`config.mk`:
```
export PLATFORM = sky130hd
export DESIGN_NAME = ysyx_22041207_fetch_queue
export DESIGN_NICKNAME = d
export VERILOG_FILES = /design/src/rtl/ysyx_22041207_fetch_queue_pkg.sv /design/src/rtl/ysyx_22041207_fetch_queue_sync_fifo.sv /design/src/rtl/ysyx_22041207_fetch_queue.sv
export SDC_FILE = /design/constraint.sdc
export NUM_CORES = 1
export LEC_CHECK = 0
export CAP_MARGIN = 20
export CELL_PAD_IN_SITES_DETAIL_PLACEMENT = 1
export CELL_PAD_IN_SITES_GLOBAL_PLACEMENT = 1
export CORE_ASPECT_RATIO = 0.8
export CORE_UTILIZATION = 35
export CTS_CLUSTER_DIAMETER = 200
export DETAILED_ROUTE_END_ITERATION = 10
export PLACE_DENSITY = 0.66
export SKIP_CTS_REPAIR_TIMING = 1
export SYNTH_ARGS = -nofsm -noshare
export SYNTH_HDL_FRONTEND = slang
export SYNTH_HIERARCHICAL = 1
export SYNTH_SLANG_ARGS = --single-unit
```
`constraint.sdc`:
```
create_clock -name clk -period 20.9 [get_ports clk]
set_clock_uncertainty 0.1 [all_clocks]
set_input_delay 5.225 -clock clk [delete_from_list [all_inputs] [get_ports clk]]
set_output_delay 5.225 -clock clk [all_outputs]
set_load 0.03 [all_outputs]
```
`src/rtl/ysyx_22041207_fetch_queue_pkg.sv`:
```
// Shared types and constants for the instruction fetch queue.
package ysyx_22041207_fetch_queue_pkg;

  typedef enum logic [1:0] {
    FQ_IDLE = 2'd0,
    FQ_ADDR = 2'd1,
    FQ_DATA = 2'd2
  } fq_state_e;

  localparam logic [7:0]  RX_SIZE          = 8'b0000_1111;
  localparam logic [63:0] DEFAULT_RESET_PC = 64'h0000_0000_8000_0000;

  typedef struct packed {
    logic [63:0] pc;
    logic [31:0] inst;
  } fq_entry_t;

  // Pick the 32-bit instruction lane out of a 64-bit read word.
  function automatic logic [31:0] select_lane(input logic [63:0] data, input logic hi);
    return hi ? data[63:32] : data[31:0];
  endfunction

endpackage

```
`src/rtl/ysyx_22041207_fetch_queue_sync_fifo.sv`:
```
// Synchronous FIFO with wrapping pointers, occupancy counter and flush.
module ysyx_22041207_sync_fifo #(
  parameter int WIDTH = 96,
  parameter int DEPTH = 4
) (
  input  logic             clk,
  input  logic             rst,
  input  logic             flush,
  input  logic             push,
  input  logic [WIDTH-1:0] push_data,
  input  logic             pop,
  output logic             full,
  output logic             empty,
  output logic [WIDTH-1:0] head_data
);

  localparam int PTR_W = (DEPTH > 1) ? $clog2(DEPTH) : 1;
  localparam logic [PTR_W:0] FULL_CNT = (PTR_W + 1)'(DEPTH);

  logic [WIDTH-1:0] mem_q [DEPTH];
  logic [WIDTH-1:0] mem_d [DEPTH];
  logic [PTR_W-1:0] wr_ptr_q, wr_ptr_d;
  logic [PTR_W-1:0] rd_ptr_q, rd_ptr_d;
  logic [PTR_W:0]   cnt_q, cnt_d;
  logic             push_en;
  logic             pop_en;

  assign full      = (cnt_q == FULL_CNT);
  assign empty     = (cnt_q == '0);
  assign pop_en    = pop && !empty;
  // A push into a full FIFO is legal only when the head leaves the same cycle.
  assign push_en   = push && (!full || pop_en);
  assign head_data = empty ? '0 : mem_q[rd_ptr_q];

  // Next-state for storage, pointers and occupancy; flush overrides everything.
  always_comb begin
    mem_d    = mem_q;
    wr_ptr_d = wr_ptr_q;
    rd_ptr_d = rd_ptr_q;
    cnt_d    = cnt_q;
    if (flush) begin
      wr_ptr_d = '0;
      rd_ptr_d = '0;
      cnt_d    = '0;
    end else begin
      if (push_en) begin
        mem_d[wr_ptr_q] = push_data;
        wr_ptr_d        = wr_ptr_q + PTR_W'(1);
      end
      if (pop_en) begin
        rd_ptr_d = rd_ptr_q + PTR_W'(1);
      end
      case ({push_en, pop_en})
        2'b10:   cnt_d = cnt_q + (PTR_W + 1)'(1);
        2'b01:   cnt_d = cnt_q - (PTR_W + 1)'(1);
        default: cnt_d = cnt_q;
      endcase
    end
  end

  // FIFO state registers.
  always_ff @(posedge clk or posedge rst) begin
    if (rst) begin
      for (int i = 0; i < DEPTH; i++) begin
        mem_q[i] <= '0;
      end
      wr_ptr_q <= '0;
      rd_ptr_q <= '0;
      cnt_q    <= '0;
    end else begin
      mem_q    <= mem_d;
      wr_ptr_q <= wr_ptr_d;
      rd_ptr_q <= rd_ptr_d;
      cnt_q    <= cnt_d;
    end
  end

endmodule

```
`src/rtl/ysyx_22041207_fetch_queue.sv`:
```
// Instruction fetch front end: one outstanding read, results queued for decode.
//
// state   | meaning
// --------+---------------------------------------------------------------
// FQ_IDLE | no read in flight; issue when the FIFO has a free slot
// FQ_ADDR | read address presented, waiting for rx_r_ready_o
// FQ_DATA | address accepted, waiting for rx_data_valid
module ysyx_22041207_fetch_queue
  import ysyx_22041207_fetch_queue_pkg::*;
#(
  parameter logic [63:0] RESET_PC = DEFAULT_RESET_PC,
  parameter int          DEPTH    = 4,
  parameter int          DATA_W   = 64
) (
  input  logic              clk,
  input  logic              rst,
  input  logic              redirect_valid,
  input  logic [63:0]       redirect_pc,
  output logic              rx_r_valid_i,
  input  logic              rx_r_ready_o,
  output logic [63:0]       rx_r_addr_i,
  output logic [7:0]        rx_r_size_i,
  input  logic              rx_data_valid,
  output logic              rx_data_ready,
  input  logic [DATA_W-1:0] rx_data_read_o,
  output logic              out_valid,
  input  logic              out_ready,
  output logic [31:0]       out_inst,
  output logic [63:0]       out_pc
);

  fq_state_e   state_q, state_d;
  logic [63:0] pc_q, pc_d;
  logic [63:0] req_addr_q, req_addr_d;
  logic        discard_q, discard_d;

  logic        fifo_push;
  logic        fifo_pop;
  logic        fifo_full;
  logic        fifo_empty;
  fq_entry_t   push_entry;
  fq_entry_t   head_entry;
  logic [63:0] rd_data64;
  logic        lane_hi;
  logic [63:0] redirect_aligned;

  assign redirect_aligned = redirect_pc & ~64'h3;
  assign rd_data64        = 64'(rx_data_read_o);
  // A 32-bit bus always carries the instruction in the low lane.
  assign lane_hi          = (DATA_W == 64) ? req_addr_q[2] : 1'b0;

  assign rx_r_valid_i  = (state_q == FQ_ADDR);
  assign rx_data_ready = (state_q == FQ_DATA);
  assign rx_r_addr_i   = req_addr_q;
  assign rx_r_size_i   = RX_SIZE;

  assign fifo_pop   = out_valid && out_ready;
  assign push_entry = '{pc: req_addr_q, inst: select_lane(rd_data64, lane_hi)};
  assign out_valid  = !fifo_empty;
  assign out_inst   = head_entry.inst;
  assign out_pc     = head_entry.pc;

  // Next-state, pc and discard tracking for the single outstanding read.
  always_comb begin
    state_d    = state_q;
    pc_d       = pc_q;
    req_addr_d = req_addr_q;
    discard_d  = discard_q;
    fifo_push  = 1'b0;
    case (state_q)
      FQ_IDLE: begin
        if (redirect_valid) begin
          pc_d = redirect_aligned;
        end else if (!fifo_full) begin
          state_d    = FQ_ADDR;
          req_addr_d = pc_q;
        end
      end
      FQ_ADDR: begin
        if (rx_r_ready_o) begin
          state_d = FQ_DATA;
        end
        // The address already on the bus is allowed to complete; its data is dropped.
        if (redirect_valid) begin
          pc_d      = redirect_aligned;
          discard_d = 1'b1;
        end
      end
      FQ_DATA: begin
        if (rx_data_valid) begin
          state_d   = FQ_IDLE;
          discard_d = 1'b0;
          if (redirect_valid) begin
            pc_d = redirect_aligned;
          end else if (!discard_q) begin
            fifo_push = 1'b1;
            pc_d      = pc_q + 64'd4;
          end
        end else if (redirect_valid) begin
          pc_d      = redirect_aligned;
          discard_d = 1'b1;
        end
      end
      default: begin
        state_d = FQ_IDLE;
      end
    endcase
  end

  // Fetch control registers.
  always_ff @(posedge clk or posedge rst) begin
    if (rst) begin
      state_q    <= FQ_IDLE;
      pc_q       <= RESET_PC;
      req_addr_q <= '0;
      discard_q  <= 1'b0;
    end else begin
      state_q    <= state_d;
      pc_q       <= pc_d;
      req_addr_q <= req_addr_d;
      discard_q  <= discard_d;
    end
  end

  ysyx_22041207_sync_fifo #(
    .WIDTH($bits(fq_entry_t)),
    .DEPTH(DEPTH)
  ) u_fifo (
    .clk       (clk),
    .rst       (rst),
    .flush     (redirect_valid),
    .push      (fifo_push),
    .push_data (push_entry),
    .pop       (fifo_pop),
    .full      (fifo_full),
    .empty     (fifo_empty),
    .head_data (head_entry)
  );

endmodule

```
# After elaboration in Yosys (flattened, before gate mapping)
# Cells that the tools add are included.
op_classes:
  n_shift: 0
  multipliers: 0
  add_sub_neg: 5
  bitwise: 4
  n_mux: 31
  n_lt_le_gt_ge: 3
  div: 0
  eq_ne: 10
  reduce_logical: 19
ops:
  columns: ["op", "n"]
  rows:
  - ["384-bit bitwise mux", 1]
  - ["96-bit 2-to-1 mux", 4]
  - ["64-bit 2-to-1 mux", 4]
  - ["96-bit binary-select mux with 2-bit select", 1]
  - ["96-bit demux with 2-bit select", 1]
  - ["64-bit case mux with 2 select lines", 1]
  - ["64-bit by 3-bit adder with 64-bit output, second input constant", 1]
  - ["32-bit 2-to-1 mux", 1]
  - ["2-bit 2-to-1 mux", 8]
  - ["2-bit nonzero test", 4]
  - ["3-bit >= comparator, second input constant", 2]
  - ["1-bit 2-to-1 mux", 6]
  - ["2-bit != test, second input constant", 3]
  - ["2-bit NOT with 3-bit output", 2]
  - ["2-bit case mux with 3 select lines", 1]
  - ["3-bit case mux with 2 select lines", 1]
  - ["2-bit by 1-bit adder with 2-bit output, second input constant", 2]
  - ["2-bit by 1-bit equality test with 1-bit output, second input constant", 2]
  - ["2-bit equality test, second input constant", 2]
  - ["1-bit logical AND", 4]
  - ["4-bit != test, second input constant", 1]
  - ["2-bit AND reduction", 2]
  - ["4-bit AND reduction", 1]
  - ["3-bit by 1-bit adder with 3-bit output, second input constant", 1]
  - ["other kinds (14)", 16]
word_totals:
  ramBits: 0
  latch_bits: 0
  ff_bits: 522
  rom_bits: 0
  mem_count: 0
  input_bits: 134

# Longest topological paths before layout
# Gate-level depths: netlist of run 1.
logic_depth:
  word_depth: 9
  ltp_mapped: 12

# Modules after synthesis
# The synthesis of run 1 kept the hierarchy.
by_module_without_submodules:
  columns: ["module", "seq_area_each_um2", "area_per_inst_um2", "cells_each", "instances"]
  rows:
  - ["ysyx_22041207_sync_fifo", 9784.4, 18202.5, 1098, 1]
  - ["ysyx_22041207_fetch_queue", 3279.4, 7996.4, 831, 1]

# Worst setup path after synthesis of run 1
# Ideal clock, no wire load.
synth_path:
  kind: "input to register"
  from: "in rx_data_valid"
  to: "reg u_fifo.cnt_q[2]"
  cell_stages: 10
  arrival_time_ps: 7507
  n_path_buf: 2
  path_slack_ps: 13211
  path_cell_list: "and2_1 clkbuf_1 nand2_1 nor2_1 clkbuf_1 nor2_1 fa_1 or3b_2 or3_1 a31oi_1"
synth_via:
  elab_chain_cells: 6
synth_lines:
  columns: ["item", "line_no", "text"]
  rows:
  - ["start: declaration", "ysyx_22041207_fetch_queue.sv:23", "input logic rx_data_valid,"]
  - ["1-bit 2-to-1 mux (*)", "ysyx_22041207_fetch_queue.sv:90", "if (rx_data_valid) begin"]
  - ["1-bit 2-to-1 mux (*)", "ysyx_22041207_fetch_queue.sv:70", "case (state_q)"]
  - ["net fifo_push", "ysyx_22041207_fetch_queue.sv:37", "logic fifo_push;"]
  - ["1-bit logical AND (*)", "ysyx_22041207_fetch_queue_sync_fifo.sv:32", "assign push_en = push && (!full || pop_en);"]
  - ["2-bit by 1-bit equality test with 1-bit output / 2-bit equality test (equally long branches)", "ysyx_22041207_fetch_queue_sync_fifo.sv:53", "case ({push_en, pop_en})"]
  - ["3-bit case mux with 2 select lines", "ysyx_22041207_fetch_queue_sync_fifo.sv:53", null]
  - ["3-bit 2-to-1 mux", "ysyx_22041207_fetch_queue_sync_fifo.sv:41", "if (flush) begin"]
  - ["end signal: assignment", "ysyx_22041207_fetch_queue_sync_fifo.sv:74", "cnt_q <= cnt_d;"]
  - ["end: declaration", "ysyx_22041207_fetch_queue_sync_fifo.sv:24", "logic [PTR_W:0] cnt_q, cnt_d;"]
# Mark *: on every way through the listed nets, which the timed path passes. The rest lies on a longest branch.
# A chain may end at the register's enable or synchronous reset.

# Final worst setup path of run 1
layout_path:
  from: "in rx_data_valid"
  to: "reg u_fifo/mem_q[47] (netlist name)"
layout_via:
  elab_chain_cells: 4
layout_lines:
  columns: ["item", "line_no", "text"]
  rows:
  - ["1-bit 2-to-1 mux", "ysyx_22041207_fetch_queue.sv:90", null]
  - ["1-bit 2-to-1 mux", "ysyx_22041207_fetch_queue.sv:70", null]
  - ["net fifo_push", "ysyx_22041207_fetch_queue.sv:37", null]
  - ["1-bit logical AND", "ysyx_22041207_fetch_queue_sync_fifo.sv:32", null]
  - ["2-bit AND reduction (no line)", null, null]
  - ["end signal: assignment", "ysyx_22041207_fetch_queue_sync_fifo.sv:71", "mem_q <= mem_d;"]
  - ["end: declaration", "ysyx_22041207_fetch_queue_sync_fifo.sv:20", "logic [WIDTH-1:0] mem_q [DEPTH];"]
# The timed path passes the listed nets, and every way through them passes these cells.

==> metrics.md, run 1 <==
| Metric | Value |
|---|---|
| Worst Setup Slack, final | 11.63 ns |
| GR Util All Layers | 20.0% |
| Most used cell, CP | buf_4 |
| Clock sinks | 522 |
| Core area | 0.0739 mm^2 |
| Die height | 247 um |
| CP endpoint kind | register |
| Remaining antenna violation count after routing | 0 |
| Total negative setup slack | 0 ns |
| Cts bufs inserted | 57 |
| Critical path fanouts, max | 41 |
| Rows | 89 |
| Post-synth top area share | 49.8% |
| Clk_lat worst skew | 0.61 ns |
| Sw frac | 32.5% |
| Post-Syn Area | 0.0262 mm^2 |
| Largest net degree at the start of global routing | 92 |
| GRT overflow | 0 |
| Number of flops mapped to enable cells by yosys | 0 |
| Critical Path Start Type | input pin |
| Vias in the first global route | 18,300 |
| Die width | 308 um |
| Actual slew at the worst max-slew pin | 1.05 ns |
| Effective utilization at floorplan | 35.4% |
| DR vias | 16,700 |
| First-pass GRT wire length | 116,000 um |
| WP buf/inv | 3 |
| Gpl congestion | 0.852 |
| Seq pwr share | 43.7% |
| Async SR Flop Fraction | 100% |
| Max_cap viols | 0 |
| # port buffers | 294 |
| Synth area leader | dfrtp_1 |
| Pre-CTS setup slack | 10.96 ns |
| Logic pwr share | 25.2% |
| Sequential-to-total area share from yosys stat | 49.9% |
| Residual DRC count | 0 |
| Static leakage power | 13.6 nW |
| CP delay by family, top | buffers and inverters |
| P&R area growth vs syn | 19.6% |
| Dpl cells | 3,053 |
| Net switching power figure | 0.00106 W |
| Distinct cells, synth | 82 |
| Fin crit share | 44.4% |
| Syn. warnings | 6 |
| Unrepaired setup endpoints after global routing | false |
| CTS tree | done |
| Crit-path cells | clkdlybuf4s50_1, and2_1, nand2_1, nor2_1, nor4bb_4, buf_4, buf_4, mux2_2 |
| Tightest Hold Check Type | register to register |
| Crit Path Class | input pin to register |
| Total I/O pin count | 305 |
| DP Wirelength | 49,700 um |
| Critical Path RT | 21.28 ns |
| Die area | 0.0760 mm^2 |
| Synth top area cells | dfrtp_1 50%, mux2_2 15%, mux4_2 8.3% |
| Layout Cells excl Fill | 3,157 |
| Clk network pwr share | 31.1% |
| Pwr Density | 104 mW/mm^2 |
| VDD IR max | 0.0533 mV |
| Pint | 0.00220 W |
| Status | finished, final reports clean |
| Final Hold Fails | 0 |
| Mapped Cells | 1,929 |
| Most frequent cell after synthesis | dfrtp_1 |
| Reg clk slew, reported paths | 0.06 ns |
| DRT Wirelength | 74,900 um |
| Max incr delay on CP | 0.78 ns |
| Max Buffers Root-to-Sink | 3 |
| Initial antenna violation count | 8 |
| Fmax | 108 MHz |
| Via density | 5.31 |
| Final worst path period need | 9.27 ns |
| H-tree levels | 2 |
| Synthesized area per cell | 13.6 um^2 |
| Iter 0 DRT Violations | 736 |
| DR pass1 iterations | 4 |
| Synth top cells by count | 521 x dfrtp_1, 351 x mux2_2, 107 x mux2_4 |
| DR WL/cell | 23.7 um |
| Root Driver | clkbuf_16 |
| Final nets | 2,257 |
| Final setup fails | 0 |
| Crit path DAT | 9.65 ns |
| Yosys reg bits | 522 |
| Main synth FF type | dfrtp_1 |
| Number of fill cells in the layout | 7,568 |
| Slew Limit Fails | 0 |
| Slew margin rel. | 30.1% |
| Slowest cell on crit path | buf_4 |
| Share of cells above drive strength 1 | 33.2% |
==> cell families after synthesis <==
| kind of cell | synth area share, % |
|---|---|
| buf+inv | 5.35 |
| xor+xnor | 0.134 |
| other cells | 0.0287 |
| mux | 31.1 |
| fa+ha+maj | 0.506 |
| flops | 49.9 |
| simple gates | 9.20 |
| compound gates | 3.85 |
==> per-stage QoR <==
| stage | utilization (%) | hold WS, ns | cell area, um^2 | power (W) |
|---|---|---|---|---|
| floorplan | - | 0.347 | 26200 | 0.00199 |
| global placement | 39.8 | 0.362 | 29400 | 0.00223 |
| detailed placement | 39.8 | 0.365 | 29400 | 0.00227 |
| CTS | 42.3 | 0.386 | 31300 | 0.00330 |
| global route | 42.4 | 0.411 | 31300 | 0.00342 |
| finish | 42.4 | 0.385 | 31300 | 0.00326 |
==> layer usage <==
layer  part of all wire, %  track usage, %  vias to the layer above
li1                      -               -                     7354
met1                    45            27.4                     8907
met2                    48            32.5                      371
met3                   5.2            4.01                      105
met4                   2.0            5.03                       12
met5                 0.097               0                        -
==> worst paths after layout <==
kind | startpoint | endpoint | slack [ns] | cells past startpoint
worst max-delay path | rx_data_valid | u_fifo/mem_q[47] | 11.63 | 8
max in group asynchronous | rst | u_fifo/mem_q[112] | 13.47 | 5
min in group asynchronous | rst | u_fifo/mem_q[172] | 5.13 | 2
worst min-delay path | u_fifo/mem_q[32] | u_fifo/mem_q[32] | 0.38 | 1
worst min register to register | u_fifo/mem_q[32] | u_fifo/mem_q[32] | 0.38 | 1
worst max register to register | state_q[0] | u_fifo/mem_q[47] | 15.99 | 9
==> layout by cell type (no fill, tap or decap), drive strengths merged, types with 5 or more instances in the layout <==
cell type	instances
and2b	26
conb	8
buf	34
nor4	14
o22ai	15
nand2	59
o21ai	41
or4	12
mux2i	16
nor2	42
and4	10
o21a	6
o211ai	5
nand4	30
and2	9
a21oi	46
nor2b	77
dfrtp	521
a22oi	8
nor3	38
inv	21
ha	9
clkdlybuf4s50	293
or3	7
mux4	96
clkbuf	82
nand3	45
or2	5
clkinv	9
mux2	481
a31oi	7
and3	16
==> cell type report <==
cell class / count / area (um^2) / share of cell area (%)
Antenna cell: 1 / 2.50 / 0.00798
Clock inverter: 19 / 213 / 0.679
Clock buffer: 82 / 1650 / 5.27
Inverter: 19 / 83.8 / 0.267
Tap cell: 1001 / 1250 / 4.00
Sequential cell: 522 / 13100 / 41.7
Multi-Input combinational cell: 1186 / 11800 / 37.8
Timing Repair Buffer: 327 / 3230 / 10.3
==> registers in the layout (all words and copies together), names as in the netlist <==
register,count
discard_q,1
pc_q,64
rx_r_addr_i,64
state_q,2
u_fifo/cnt_q,3
u_fifo/mem_q,384
u_fifo/rd_ptr_q,2
u_fifo/wr_ptr_q,2
==> power by group through the flow <==
stage,combinational (W),sequential [W],clock [W]
after floorplan,0.000669,0.00132,0
after global placement,0.000799,0.00143,0
after detailed placement,0.000823,0.00144,0
after CTS,0.000829,0.00143,0.00105
final,0.000820,0.00142,0.00101
after global routing,0.000880,0.00146,0.00108
==> worst register-to-register path: stages, from the launching register on <==
cell and delay [ns]:
dfrtp_1 0.42, inv_1 0.10, ha_1 0.29, and2_1 0.46, nand2_1 0.39, nor2_1 0.76, nor4bb_4 0.35, buf_4 0.66
buf_4 0.79, mux2_2 0.44
Power figures use the tool's default switching activity.
==> run 2: changes to the inputs <==
==> constraint.sdc (replaced) <==
create_clock -name clk -period 9.6 [get_ports clk]
set_clock_uncertainty 0.1 [all_clocks]
set_input_delay 2.4 -clock clk [delete_from_list [all_inputs] [get_ports clk]]
set_output_delay 2.4 -clock clk [all_outputs]
set_load 0.03 [all_outputs]
==> metrics.md, run 2 (synthesized netlist as in run 1, its figures left out) <==
| Metric | Value |
|---|---|
| Status | finished, final reports clean |
| Hold Crit Start | pc_q[1] |
| Hold path depth | 1 |
| Critical Path Start Type | register |
| Share of cells above drive strength 1 | 33.2% |
| Tightest Hold Check Type | register to register |
| Max incr delay on CP | 0.88 ns |
| Net switching power figure | 0.00231 W |
| Remaining antenna violation count after routing | 0 |
| Commonest non-fill, non-tap cell in the layout | dfrtp_1 |
| Root Driver | clkbuf_16 |
| R2r endpoint | u_fifo/mem_q[304] |
| DR vias | 16,800 |
| Actual slew at the worst max-slew pin | 1.25 ns |
| Util after Layout | 42.4% |
| Slew margin rel. | 16.7% |
| Iter 0 DRT Violations | 887 |
| Crit-path cells | buf_4, mux4_2, and2b_1, clkdlybuf4s50_1 |
| Vias in the first global route | 18,400 |
| DP Wirelength | 48,900 um |
| Clk_lat worst skew | 0.61 ns |
| Via density | 5.31 |
| Total negative setup slack | 0 ns |
| Largest net degree at the start of global routing | 172 |
| Die width | 308 um |
| Max_cap viols | 0 |
| Slew Limit Fails | 0 |
| Die height | 247 um |
| Crit path DAT | 3.76 ns |
| Reg-to-Reg Start | state_q[0] |
| Reg area | 0.0131 mm^2 |
| Rows | 89 |
| Most frequent cells in the layout | 518 x dfrtp_1, 351 x mux2_2, 293 x clkdlybuf4s50_1, 107 x mux2_4, 96 x mux4_2 |
| Critical path fanouts, max | 35 |
| DRT Wirelength | 74,700 um |
| Initial antenna violation count | 16 |
| VDD IR max | 0.152 mV |
| Pwr Density | 227 mW/mm^2 |
| Core area | 0.0739 mm^2 |
| DR WL/cell | 23.6 um |
| First-pass GRT wire length | 116,000 um |
| DR pass1 iterations | 5 |
| Critical Path RT | 7.10 ns |
| Multi-input logic area | 0.0118 mm^2 |
| Pint | 0.00481 W |
| GRT overflow | 0 |
| Sw frac | 32.4% |
| Fin area | 0.0313 mm^2 |
| Cts bufs inserted | 57 |
| Residual DRC count | 0 |
| Largest register by flop count | u_fifo/mem_q |
| Fmax | 160 MHz |
| GR Util All Layers | 19.9% |
| Final Hold Fails | 0 |
| Unrepaired setup endpoints after global routing | false |
| Fin crit share | 65.2% |
| Final worst path period need | 6.26 ns |
| Reg clk slew, reported paths | 0.07 ns |
| Hold EP | pc_q[1] |
| Placed Area | 0.0294 mm^2 |
| Total I/O pin count | 305 |
| Static leakage power | 13.5 nW |
| Crit Path Class | register to output pin |
| Seq pwr share | 43.4% |
| Logic pwr share | 24.9% |
| Die area | 0.0760 mm^2 |
| Final nets | 2,252 |
| Effective utilization at floorplan | 35.4% |
| CTS tree | done |
| Final setup fails | 0 |
| Slowest cell on crit path | dfrtp_4 |
| Cells on worst reg2reg path | 9 |
| CP endpoint kind | output pin |
| Gpl congestion | 0.810 |
| H-tree levels | 2 |
| Clk network pwr share | 31.6% |
| Max reg flops | 384 |
| P&R area growth vs syn | 19.6% |
| Number of fill cells in the layout | 7,577 |
| # port buffers | 294 |
| R2R setup slack | 4.96 ns |
| Clock sinks | 522 |
| Max Buffers Root-to-Sink | 3 |
[run 2: cell types whose count changed in the layout (fill, tap and decap cells not counted), sizes merged]
| cell | before | now |
|---|---|---|
| buf | 34 | 29 |
| bufinv | 4 | 5 |
| clkinv | 9 | 14 |
| clkinvlp | 4 | 3 |
| diode | 1 | 7 |
| inv | 21 | 20 |
[run 2: metrics by stage]
step           setup slack (ns)  total power [W]  hold WS (ns)  cells
2_1_floorplan              1.84          0.00433         0.347   1935
3_3_place_gp               2.90          0.00485         0.361   3050
3_5_place_dp               2.84          0.00493         0.375   3050
4_1_cts                    3.20          0.00723         0.388   3155
5_1_grt                    3.09          0.00748         0.403   3157
6_report                   3.34          0.00712         0.378   3162
[run 2: layer usage]
metal / track usage, % / share of wire, % / up-vias
li1: - / - / 7358
met1: 27.2 / 45 / 8913
met2: 31.9 / 47 / 387
met3: 4.68 / 6.1 / 99
met4: 4.43 / 1.7 / 24
met5: 0 / 0.19 / -
[run 2: worst max path at each step]
stage / start / end / slack, ns / cells past startpoint
global route: u_fifo/rd_ptr_q[0] / out_pc[60] / 3.09 / 4
CTS: u_fifo/rd_ptr_q[0] / out_pc[60] / 3.20 / 4
floorplan: rst / u_fifo/cnt_q[0] / 1.84 / 1
finish: u_fifo/rd_ptr_q[0] / out_pc[60] / 3.34 / 4
detailed placement: rx_data_valid / u_fifo/mem_q[178] / 2.84 / 8
global placement: rx_data_valid / u_fifo/mem_q[339] / 2.90 / 8
[run 2: layout make-up]
| type | count | share of cell area, % |
|---|---|---|
| Inverter | 19 | 0.255 |
| Multi-Input combinational cell | 1186 | 37.8 |
| Antenna cell | 7 | 0.0559 |
| Clock buffer | 82 | 5.26 |
| Timing Repair Buffer | 322 | 10.1 |
| Tap cell | 1001 | 4.00 |
| Clock inverter | 23 | 0.830 |
| Sequential cell | 522 | 41.7 |
[run 2: power groups by stage]
stage          logic (W)  registers (W)  clock network, W
2_1_floorplan    0.00146        0.00287                 0
3_3_place_gp     0.00174        0.00310                 0
3_5_place_dp     0.00179        0.00314                 0
4_1_cts          0.00180        0.00310           0.00232
5_1_grt          0.00191        0.00317           0.00240
6_report         0.00178        0.00309           0.00225
[run 2: critical path: cells and delay by family (launching register included)]
kind / cells / cell delay, ns
buf+inv: 2 / 1.39
flops: 1 / 0.88
mux: 1 / 0.59
simple gates: 1 / 0.20
